<file path="src/rtl/store_commit_buffer.sv">
// Store commit buffer: circular queue split into a speculative region
// (pushed, not yet retired) and a committed region (retired, draining to
// the data-cache write port in order). Also provides the load page-offset
// hazard check and the empty/pending status used by fences and AMOs.
module store_commit_buffer #(
  parameter int unsigned DEPTH = 4,
  parameter int unsigned PLEN  = 34,
  parameter int unsigned XLEN  = 32
) (
  input  logic                clk_i,
  input  logic                rst_i,
  input  logic                flush_i,
  input  logic                valid_i,
  output logic                ready_o,
  input  logic [PLEN-1:0]     paddr_i,
  input  logic [XLEN-1:0]     data_i,
  input  logic [XLEN/8-1:0]   be_i,
  input  logic [1:0]          size_i,
  input  logic                commit_i,
  output logic                commit_ready_o,
  output logic                req_valid_o,
  output logic [PLEN-1:0]     req_addr_o,
  output logic [XLEN-1:0]     req_wdata_o,
  output logic [XLEN/8-1:0]   req_be_o,
  output logic [1:0]          req_size_o,
  input  logic                req_gnt_i,
  input  logic [11:0]         page_offset_i,
  output logic                page_offset_matches_o,
  output logic                no_st_pending_o,
  output logic                empty_o
);

  localparam int unsigned PW = $clog2(DEPTH);
  localparam int unsigned CW = PW + 1;
  localparam int unsigned BW = XLEN / 8;

  typedef struct packed {
    logic [PLEN-1:0] paddr;
    logic [XLEN-1:0] data;
    logic [BW-1:0]   be;
    logic [1:0]      size;
  } entry_t;

  entry_t        mem_q [DEPTH];
  logic [PW-1:0] head_q, cmt_q, tail_q;
  logic [CW-1:0] ccnt_q, scnt_q;

  logic [PW-1:0] head_d, cmt_d, tail_d;
  logic [CW-1:0] ccnt_d, scnt_d;
  logic [CW-1:0] total;
  logic          push, commit, drain, write_en;

  // Status outputs and the head-of-queue write request.
  always_comb begin
    total           = ccnt_q + scnt_q;
    ready_o         = total < CW'(DEPTH);
    commit_ready_o  = scnt_q != '0;
    req_valid_o     = ccnt_q != '0;
    empty_o         = ccnt_q == '0;
    no_st_pending_o = total == '0;
    req_addr_o      = mem_q[head_q].paddr;
    req_wdata_o     = mem_q[head_q].data;
    req_be_o        = mem_q[head_q].be;
    req_size_o      = mem_q[head_q].size;
  end

  // Word-granular alias check of the load offset against every occupied
  // entry and against a store being presented this cycle.
  always_comb begin
    logic [PW-1:0] off;
    // NOTE: every combinational output gets a default before any condition,
    // otherwise synthesis infers a latch to hold the old value.
    off                   = '0;
    page_offset_matches_o = valid_i && (paddr_i[11:2] == page_offset_i[11:2]);
    for (int i = 0; i < int'(DEPTH); i++) begin
      off = PW'(i) - head_q;
      if (({1'b0, off} < total) && (mem_q[i].paddr[11:2] == page_offset_i[11:2]))
        page_offset_matches_o = 1'b1;
    end
  end

  // Next-state: push, commit and drain all act on start-of-cycle state and
  // their counter effects sum; flush then truncates the speculative region
  // back to the post-commit boundary and swallows any same-cycle push.
  always_comb begin
    push     = valid_i && ready_o;
    commit   = commit_i && (scnt_q != '0);
    drain    = req_valid_o && req_gnt_i;
    head_d   = head_q + PW'(drain);
    cmt_d    = cmt_q + PW'(commit);
    ccnt_d   = ccnt_q + CW'(commit) - CW'(drain);
    write_en = push && !flush_i;
    if (flush_i) begin
      tail_d = cmt_d;
      scnt_d = '0;
    end else begin
      tail_d = tail_q + PW'(push);
      scnt_d = scnt_q + CW'(push) - CW'(commit);
    end
  end

  // State registers and entry array, synchronous active-high reset.
  always_ff @(posedge clk_i) begin
    // NOTE: sequential state uses non-blocking assignments so every register
    // samples start-of-cycle values regardless of statement order.
    if (rst_i) begin
      head_q <= '0;
      cmt_q  <= '0;
      tail_q <= '0;
      ccnt_q <= '0;
      scnt_q <= '0;
      // NOTE: the entry array is cleared here because req_* fields are
      // required to read 0 after reset; a plain storage array would
      // normally be left unreset.
      for (int i = 0; i < int'(DEPTH); i++) mem_q[i] <= '0;
    end else begin
      head_q <= head_d;
      cmt_q  <= cmt_d;
      tail_q <= tail_d;
      ccnt_q <= ccnt_d;
      scnt_q <= scnt_d;
      if (write_en) begin
        mem_q[tail_q] <= '{paddr: paddr_i, data: data_i, be: be_i, size: size_i};
      end
    end
  end

endmodule
</file>
<file path="config.mk">
export PLATFORM = sky130hd
export DESIGN_NAME = store_commit_buffer
export DESIGN_NICKNAME = d
export VERILOG_FILES = /design/src/rtl/store_commit_buffer.sv
export SDC_FILE = /design/constraint.sdc
export NUM_CORES = 1
export LEC_CHECK = 0
export ABC_AREA = 0
export ABC_CLOCK_PERIOD_IN_PS = 3650
export CAP_MARGIN = 20
export CORE_ASPECT_RATIO = 1.5
export CORE_MARGIN = 3
export CORE_UTILIZATION = 57
export DETAILED_ROUTE_END_ITERATION = 8
export DONT_BUFFER_PORTS = 1
export GPL_ROUTABILITY_DRIVEN = 1
export PLACE_DENSITY_LB_ADDON = 0.08
export REMOVE_ABC_BUFFERS = 1
export SLEW_MARGIN = 40
export SYNTH_ARGS = -nofsm -noshare
export SYNTH_HDL_FRONTEND = slang
export SYNTH_SLANG_ARGS = --single-unit
</file>
<file path="constraint.sdc">
create_clock -name clk_i -period 3.65 [get_ports clk_i]
set_clock_uncertainty 0.1 [all_clocks]
set_input_delay 0.9125 -clock clk_i [delete_from_list [all_inputs] [get_ports clk_i]]
set_output_delay 0.9125 -clock clk_i [all_outputs]
set_load 0.05 [all_outputs]
</file>
==> metrics.md, run 1 <==
| Metric | Value |
|---|---|
| Outcome | finished clean |
| Final instance area | 0.01530 mm^2 |
| Core outline area | roughly 0.024 mm^2 |
| Final layout net count | roughly 970 |
| Final ANT Viol Nets | 0 |
| Post-synthesis register bit count | 300 |
| DIE WIDTH | between 100 and 150 um |
| Sw Ratio | 33.08% |
| Area Overhead vs Synth | 11.19% |
| Dpl cell area | approximately 0.014 mm^2 |
| DR vias | ~7000 |
| Clock slew at reported path FFs | 0.06 ns |
| TritonCTS clock tree | built |
| 1st-iter DRT viols | between 400 and 500 |
| Maximum VDD drop | roughly 470 uV |
| I/O pin count | about 170 |
| Number of global-route vias before repair | 8008 |
| Synthesized area | 0.01376 mm^2 |
| Layout cells sized above 1 | a little under a fifth |
| Antenna violations before repair | 0 |
| Reg power frac | between 40% and 50% |
| Multiplexer share of the synthesized area | approximately an eighth |
| Most common cell after layout, fill and taps aside | edfxtp_1 |
| Largest net degree at the start of global routing | 76 |
| Avg Cell Area, Syn | about 16 um^2 |
| RSZ-0062 raised after global routing | yes |
| Clk_lat worst skew | 0.53 ns |
| Hpwl dp | 17.05 mm |
| Crit share post-route | around 100% |
| Clk pwr share | around 31% |
| Routed wire per std cell | approximately 25 um |
| TritonCTS Buffers | 29 |
| Worst path buffer plus inverter count | 3 |
| Initial core utilization | a little under 60% |
| Type of the worst setup path | flop to output pin |
| Final TNS setup | 0 ns |
| # hold bufs at CTS | 0 |
| CTS Root Cell | clkbuf_16 |
| Total gr overflow | 0 |
| Clock buffer depth | 3 |
| Worst Path Arrival | roughly 2.6 ns |
| Final min period | 3.590 ns |
| Worst path cell trace | ha_4 -> fa_1 -> inv_2 -> buf_6 -> ha_4 -> a21oi_2 -> o21ai_1 -> a22oi_1 -> nand3_1 -> buf_6 |
| Non-Filler Instances | about 1200 |
| H-tree depth | 1 |
| Synth warn | 0 |
| Critical Path Source Type | flop |
| Primary FF master, synth | edfxtp_1 |
| Max stage delay on crit path | about 0.52 ns |
| Largest family of logic cells by synthesized area | simple AND/OR/NAND/NOR gates |
| Net Switching | ~3.4 mW |
| R2R Setup Slk | between 0.7 and 0.8 ns |
| Vias/cell | between 5 and 6 |
| Post-synthesis simple-gate area fraction | between 10% and 20% |
| Worst hold path class | input pin to flop |
| Xor/xnor share of the synthesized area | under 10% |
| Drt drc | 0 |
| Clock sinks | 300 |
| CP Max Fanout | 4 |
| Max Freq | between 200 and 300 MHz |
| Core Rows | a little under 70 |
| CP top delay family | adder cells |
| Sequential area share after synthesis | about 65% |
| Drt pass-1 iters | 5 |
| Post-synth EDFFs | between 200 and 300 |
| CP max-delay cell | fa_1 |
| Kind of end point of the critical path | output pin |
| Final Total Pwr | approximately 10 mW |
| Pwr per Cell Area | around 670 mW/mm^2 |
| Count of mapped cells out of synthesis | 870 |
| Placer Congestion | 0.8267 |
| Logic gate share of total power | 28.8% |
| Inst Count DP | 1146 |
| Final hold violation count | 0 |
| Compound-cell area share of the yosys netlist | less than 1% |
| Routed wire length | 30.07 mm |
| Most frequent cells in the layout | 288 x edfxtp_1, 219 x and2_1, 72 x mux4_2, 72 x and3_1, 51 x xnor2_1 |
| Overall global routing resource usage | a little under a quarter |
| Ys async rst share | 0% |
| Pins over their slew limit | 0 |
| Post-synthesis adder-cell area fraction | between 1.5 and 2% |
| Chip height | 196.3 um |
| Synth cell types | 39 |
| Worst-Margin Slew | about 0.83 ns |
| Leakage | about 5.7 nW |
| Ant. Diodes | 0 |
| Die area | approximately 0.026 mm^2 |
| Pint | ~6.9 mW |
| Final Setup Violations | 0 |
| Max transition margin | between 40% and 50% |
| First-pass GRT wire length | approximately 47 mm |
| Port bufs | 0 |
| Max cap viols | 0 |
| Critical Path RT | approximately 2.6 ns |
## Yosys cell counts, drive strengths merged, types with 3 or more instances
cell type	number	area [um^2]
buf	10	46.29
edfxtp	288	8648
or2	3	18.77
xor2	7	61.31
nor4	3	18.77
nor3b	3	45.05
dfxtp	12	240.2
nor2	6	22.52
nand4	10	62.56
inv	13	48.79
ha	13	162.7
xnor2	51	446.7
clkbuf	54	220.2
and2	219	1370
fa	3	60.06
nor3	4	31.28
a21oi	4	20.02
nand2	4	25.03
and3	72	450.4
o21ai	3	15.01
nor2b	4	25.02
mux4	72	1622
## layout make-up
cell class                 instances  area, um^2
tap                              319       399.1
clock buffer                      37       805.8
inverter                          13       48.80
multi-input combinational        493        4641
timing repair buffer              26       310.3
clock inverter                    15       201.4
fill                            1683        8437
sequential                       300        8899
## kinds of logic after synthesis
kind of cell | after synthesis
buf+inv | 77
simple gates | 333
xor+xnor | 59
flops | 300
mux | 73
fa+ha+maj | 16
compound gates | 12
## worst register-to-register path, stage by stage, from the launching register on
cell and delay (ns):
dfxtp_2 0.34, ha_4 0.16, fa_1 0.37, xnor3_2 0.30
nand2_2 0.10, inv_2 0.08, buf_4 0.32, a41o_4 0.54
buf_12 0.28
## state kept, by name, summed over array words and instances (netlist names)
name	count
head_q	2
cmt_q	2
scnt_q	3
ccnt_q	3
tail_q	2
mem_q	288
## per-stage QoR
step	hold slack (ns)	utilization, %	setup WS, ns
detailed placement	0.4300	59.78	0.3331
finish	0.3444	64.46	0.05991
floorplan	0.3940	-	-1.944
CTS	0.3149	64.42	-0.06787
global route	0.3246	64.46	-0.09409
global placement	0.4100	59.78	0.3236
## power groups by stage
stage,clock network [mW],registers [mW],logic [mW]
final,3.13,4.16,2.95
after global routing,3.31,4.18,3.11
after CTS,3.18,4.16,2.97
after detailed placement,0,4.23,2.87
after global placement,0,4.20,2.86
after floorplan,0,4.36,2.19
## worst paths after layout
kind                            cells after the start               endpoint      start
worst min register to register                      2               cmt_q[1]   cmt_q[1]
worst min-delay path                                1              head_q[1]      rst_i
worst max register to register                      8           mem_q[3][37]  scnt_q[0]
worst max-delay path                               10  page_offset_matches_o  scnt_q[0]
## timing repair
| item | CTS | global route |
|---|---|---|
| buffers inserted | 5 | 0 |
| cloned | 0 | 0 |
| pin swaps | 7 | 4 |
| resized for setup | 13 | 2 |
| endpoints found under the setup margin | 1 | 1 |
| hold endpoints to repair | 0 | 0 |
## layer usage
metal | track usage [%] | share of wire, % | wire length (um)
met1 | 27.72 | 37 | 11040
met2 | 42.86 | 55 | 16610
met3 | 5.593 | 6.4 | 1934
met4 | 5.239 | 1.6 | 490
met5 | 0 | 0 | 0
Power figures use the tool's default switching activity.
==> inputs of run 2 (changes only) <==
Settings changed: CELL_PAD_IN_SITES_DETAIL_PLACEMENT set to 1, CELL_PAD_IN_SITES_GLOBAL_PLACEMENT set to 1, CORE_UTILIZATION 57 to 48.
==> metrics.md, run 2 (synthesis gave the netlist of run 1 again) <==
| Metric | Value |
|---|---|
| I/O pin count | 168 (unchanged) |
| Core outline area | 0.02815 mm^2 (+19%) |
| # hold bufs at CTS | 0 (unchanged) |
| Largest register FFs | 288 (unchanged) |
| Max stage delay on crit path | 0.57 ns (+0.05 ns) |
| Drt drc | 0 (unchanged) |
| H-tree depth | 1 (unchanged) |
| Placer Congestion | 0.8252 (-0.18%) |
| Routed wire length | 34.26 mm (+14%) |
| Worst hold path class | input pin to flop |
| Hold WS | 0.3251 ns (-0.01934 ns) |
| DIE WIDTH | 144.3 um (+8.6%) |
| Max Freq | 268.2 MHz (-3.7%) |
| Leakage | 5.665 nW (-0.11%) |
| CTS Root Cell | clkbuf_16 |
| Kind of end point of the critical path | output pin |
| Number of global-route vias before repair | 8451 (+5.5%) |
| Crit share post-route | 102.1% (+3.8 points) |
| Final worst slack | -0.07819 ns (-0.1381 ns) |
| Final layout net count | 972 (+0.31%) |
| Final TNS setup | -0.07819 ns (-0.07819 ns) |
| Initial core utilization | 48.89% (-9.1 points) |
| CP max-delay cell | fa_2 |
| Final Setup Violations | 1 (+1) |
| DR vias | 7274 (+1.5%) |
| Most common cell after layout, fill and taps aside | edfxtp_1 |
| Clock buffer depth | 3 (unchanged) |
| Port bufs | 0 (unchanged) |
| Worst path buffer plus inverter count | 3 (unchanged) |
| Vias/cell | 5.895 (-1.1%) |
| CP top delay family | adder cells |
| TritonCTS clock tree | built |
| First-pass GRT wire length | 51.93 mm (+11%) |
| Pwr per Cell Area | 656.5 mW/mm^2 (-1.9%) |
| Most frequent cells in the layout | 288 x edfxtp_1, 219 x and2_1, 72 x mux4_2, 72 x and3_1, 51 x xnor2_1 |
| Total gr overflow | 0 (unchanged) |
| Area Overhead vs Synth | 11.54% |
| Clock slew at reported path FFs | 0.06 ns (about the same) |
| Final hold violation count | 0 (unchanged) |
| RSZ-0062 raised after global routing | yes |
| Clk_lat worst skew | 0.55 ns (+0.02 ns) |
| Ant. Diodes | 0 (unchanged) |
| Antenna violations before repair | 0 (unchanged) |
| Worst-Margin Slew | 0.6813 ns (-0.1510 ns) |
| Overall global routing resource usage | 22.73% (-0.55 points) |
| Routed wire per std cell | 27.77 um (+11%) |
| Max transition margin | 54.58% (+10 points) |
| CP Max Fanout | 5 (+1) |
| Outcome | complete, but fails checks |
| Final instance area | 0.01535 mm^2 (+0.32%) |
| Critical Path RT | 2.64 ns (about the same) |
| 1st-iter DRT viols | 386 (-9.0%) |
| Core Rows | 75 (+8.7%) |
| Top Registers | mem_q (288), ccnt_q (3), scnt_q (3) |
| Type of the worst setup path | flop to output pin |
| Layout cells sized above 1 | 19.71% (+0.93 points) |
| Worst path cell trace | ha_4 -> fa_2 -> inv_4 -> buf_4 -> ha_1 -> a21oi_1 -> a22oi_2 -> nand3_2 -> buf_12 |
| Pins over their slew limit | 0 (unchanged) |
| Hpwl dp | 20.57 mm (+21%) |
| Drt pass-1 iters | 6 (+1) |
| Max cap viols | 0 (unchanged) |
| Die area | 0.03079 mm^2 (+18%) |
| TritonCTS Buffers | 29 (unchanged) |
| Final min period | 3.728 ns (+0.1381 ns) |
| Chip height | 213.4 um (+8.7%) |
| Worst Path Arrival | 2.72 ns (+0.14 ns) |
| Failing checks | negative setup slack |
| Largest Register | mem_q |
| Final ANT Viol Nets | 0 (unchanged) |
| Maximum VDD drop | 393.6 uV (-17%) |
| Final Total Pwr | 10.08 mW (-1.6%) |
| Clock sinks | 300 (unchanged) |
| Critical Path Source Type | flop |
| Dpl cell area | 0.01432 mm^2 (+0.92%) |
| Largest net degree at the start of global routing | 76 (unchanged) |
-- run 2: changes by cell type in the layout (fill, tap and decap cells not counted), moves of 2 or more --
cell / delta
clkinv_2: +5
buf_12: +4
bufinv_16: -4
buf_6: -2
clkbuf_1: +2
clkinv_1: -2
-- run 2: report_power, final --
part | switching, mW | internal, mW | total (mW)
Sequential | 0.124 | 4.05 | 4.17
Combinational | 2.10 | 0.929 | 3.03
Clock | 1.27 | 1.61 | 2.88
Total | 3.49 | 6.59 | 10.1
-- run 2: cell type report --
| cell class | instances | area (um^2) |
|---|---|---|
| multi-input combinational | 493 | 4669 |
| sequential | 300 | 8899 |
| timing repair buffer | 29 | 395.4 |
| clock inverter | 15 | 106.4 |
| tap | 346 | 432.9 |
| inverter | 13 | 51.30 |
| fill | 2602 | 12800 |
| clock buffer | 38 | 799.5 |
-- run 2: metrics by stage --
step / std cells / utilization [%] / worst slack (ns)
floorplan: 806 / - / -1.944
global placement: 1173 / 50.63 / 0.2881
detailed placement: 1176 / 50.88 / 0.2540
CTS: 1234 / 54.49 / -0.08667
global route: 1234 / 54.54 / -0.1650
finish: 1234 / 54.54 / -0.07819
-- run 2: final timing paths --
path         startpoint               endpoint  slack [ns]  depth (start not counted)
min               rst_i              head_q[0]        0.33                          1
max           ccnt_q[0]  page_offset_matches_o       -0.08                          9
max reg2reg   ccnt_q[0]           mem_q[1][27]        0.57                         11
min reg2reg    cmt_q[1]               cmt_q[1]        0.44                          2
-- run 2: repair_timing --
| item | 4_1_cts | 5_1_grt |
|---|---|---|
| gates resized for setup | 17 | 2 |
| pin swaps | 4 | 1 |
| setup buffers | 5 | 0 |
| setup endpoints to repair | 1 | 1 |
-- run 2: layer usage --
metal	vias up	track usage [%]	share of wire, %
li1	3215	-	-
met1	3835	25.39	36
met2	177	42.74	55
met3	47	5.466	6.4
met4	0	6.566	2.2
met5	-	0	0
==> inputs of run 3 (changes only) <==
Settings changed: MAX_ROUTING_LAYER set to met4, SLEW_MARGIN 40 to unset, TNS_END_PERCENT set to 5.
==> metrics.md, run 3 (synthesis gave the netlist of run 1 again) <==
| Metric | Value |
|---|---|
| Reg-to-reg startpoint | scnt_q[0] |
| Final hold violation count | 0 (unchanged) |
| Outcome | complete, but fails checks |
| R2R Setup Slk | 0.48 ns (-0.09 ns) |
| Ant. Diodes | 0 (unchanged) |
| Max cap viols | 0 (unchanged) |
| Type of the worst setup path | flop to output pin |
| Worst Hold End | head_q[1] |
| Hold path cells | 1 (unchanged) |
| R2R depth | 9 (-2) |
| Dpl cell area | 0.01425 mm^2 (-0.50%) |
| Hold Crit Start | rst_i |
| Number of global-route vias before repair | 8469 (+0.21%) |
| 1st-iter DRT viols | 345 (-11%) |
| Max Freq | 270.3 MHz (+0.78%) |
| Pwr per Cell Area | 669.2 mW/mm^2 (+1.9%) |
| Port bufs | 0 (unchanged) |
| Drt pass-1 iters | 6 (unchanged) |
| Drt drc | 0 (unchanged) |
| Leakage | 5.655 nW (-0.17%) |
| Final ANT Viol Nets | 0 (unchanged) |
| Final layout net count | 969 (-0.31%) |
| Core Rows | 75 (unchanged) |
| H-tree depth | 1 (unchanged) |
| Overall global routing resource usage | 23.04% (+0.30 points) |
| Clk_lat worst skew | 0.55 ns (about the same) |
| Total gr overflow | 0 (unchanged) |
| Area Overhead vs Synth | 11.54% (unchanged) |
| Core outline area | 0.02815 mm^2 (unchanged) |
| Failing checks | negative setup slack |
| Final Setup Violations | 1 (unchanged) |
| Worst Path Arrival | 2.69 ns (-0.03 ns) |
| Clock slew at reported path FFs | 0.06 ns (about the same) |
| Layout cells sized above 1 | 19.39% (-0.32 points) |
| Final TNS setup | -0.04920 ns (+0.02898 ns) |
| Largest net degree at the start of global routing | 76 (unchanged) |
| Clock buffer depth | 3 (unchanged) |
| Worst hold path class | input pin to flop |
| DR vias | 7289 (+0.21%) |
| TritonCTS clock tree | built |
| Reg-to-reg critical path endpoint | mem_q[1][13] |
| Final instance area | 0.01535 mm^2 (unchanged) |
| Placer Congestion | 0.8404 (+1.8%) |
| First-pass GRT wire length | 51.12 mm (-1.6%) |
| Hpwl dp | 20.02 mm (-2.7%) |
| Worst-Margin Slew | 0.9077 ns (+0.2264 ns) |
| Chip height | 213.4 um (unchanged) |
| Final Total Pwr | 10.27 mW (+1.9%) |
| Pins over their slew limit | 0 (unchanged) |
| DIE WIDTH | 144.3 um (unchanged) |
| Initial core utilization | 48.89% (unchanged) |
| CTS Root Cell | clkbuf_16 |
| Vias/cell | 5.912 (+0.29%) |
| # hold bufs at CTS | 0 (unchanged) |
| Largest register FFs | 288 (unchanged) |
| Maximum VDD drop | 393.9 uV (about the same) |
| Non-Filler Instances | 1233 (-0.081%) |
| Clock sinks | 300 (unchanged) |
| Inst Count DP | 1173 (-0.26%) |
| Filler Cell Count | 2610 (+0.31%) |
| Crit share post-route | 101.3% (-0.79 points) |
| Area of the multi-input gates | 0.004672 mm^2 (about the same) |
| Final min period | 3.699 ns (-0.02898 ns) |
| Top Registers | mem_q (288), ccnt_q (3), scnt_q (3) |
| Most common cell after layout, fill and taps aside | edfxtp_1 |
| Final worst slack | -0.04920 ns (+0.02898 ns) |
| I/O pin count | 168 (unchanged) |
| Hold WS | 0.3119 ns (-0.01318 ns) |
| Most frequent cells in the layout | 288 x edfxtp_1, 219 x and2_1, 72 x mux4_2, 72 x and3_1, 51 x xnor2_1 |
| Kind of end point of the critical path | output pin |
| Max transition margin | 39.48% (-15 points) |
| Register area | 0.008899 mm^2 (unchanged) |
| Routed wire length | 34.11 mm (-0.44%) |
| CP Max Fanout | 5 (unchanged) |
| RSZ-0062 raised after global routing | yes |
| Die area | 0.03079 mm^2 (unchanged) |
| Antenna violations before repair | 0 (unchanged) |
| Critical Path Source Type | flop |
| Largest Register | mem_q |
| TritonCTS Buffers | 30 (+3.4%) |
| Critical Path RT | 2.64 ns (about the same) |
| Routed wire per std cell | 27.67 um (-0.36%) |
==> run 3: cell type report <==
| type | count | area share (%) |
|---|---|---|
| Sequential cell | 300 | 57.96 |
| Multi-Input combinational cell | 493 | 30.43 |
| Clock buffer | 39 | 5.444 |
| Tap cell | 346 | 2.820 |
| Timing Repair Buffer | 25 | 2.037 |
| Clock inverter | 17 | 0.9942 |
| Inverter | 13 | 0.3178 |
==> run 3: how the worst max path moves through the flow <==
stage | slack, ns | to | depth (start not counted) | from
after floorplan | -1.94 | page_offset_matches_o | 6 | head_q[0]
after global placement | 0.29 | page_offset_matches_o | 9 | ccnt_q[0]
after detailed placement | 0.24 | page_offset_matches_o | 9 | ccnt_q[0]
after CTS | -0.1 | page_offset_matches_o | 9 | scnt_q[0]
after global routing | -0.16 | page_offset_matches_o | 9 | scnt_q[0]
final | -0.05 | page_offset_matches_o | 9 | scnt_q[0]
==> run 3: metal layers <==
layer | global-route usage (%) | up-vias | wire [um]
li1 | - | 3208 | -
met1 | 24.43 | 3845 | 12170
met2 | 42.27 | 176 | 18950
met3 | 5.979 | 60 | 2251
met4 | 6.180 | 0 | 740
met5 | - | - | 0
==> run 3: per-stage QoR <==
step                      setup WS, ns  utilization, %
final                         -0.04920           54.54
after global placement          0.2881           50.63
after global routing           -0.1569           54.54
after floorplan                 -1.944               -
after CTS                     -0.09642           54.48
after detailed placement        0.2435           50.63
==> run 3: repair_timing <==
| item | CTS | global route |
|---|---|---|
| resized for setup | 16 | 2 |
| pin swaps | 4 | 3 |
| setup buffers | 4 | 0 |
| setup endpoints to repair | 1 | 1 |
==> run 3: critical path, stage by stage (launching register included) <==
cell	delay (ns)
dfxtp_2	0.34
ha_4	0.15
fa_1	0.52
inv_2	0.10
ha_4	0.25
a21o_1	0.16
o41ai_2	0.21
o21ai_1	0.11
nand3_1	0.15
buf_12	0.16
==> run 3: report_power, final <==
part | switching (mW) | total [mW] | leakage (nW) | internal [mW]
Combinational | 2.11 | 3.03 | 2.10 | 0.925
Sequential | 0.123 | 4.17 | 3.08 | 4.05
Clock | 1.31 | 3.07 | 0.477 | 1.76
Total | 3.54 | 10.3 | 5.66 | 6.73
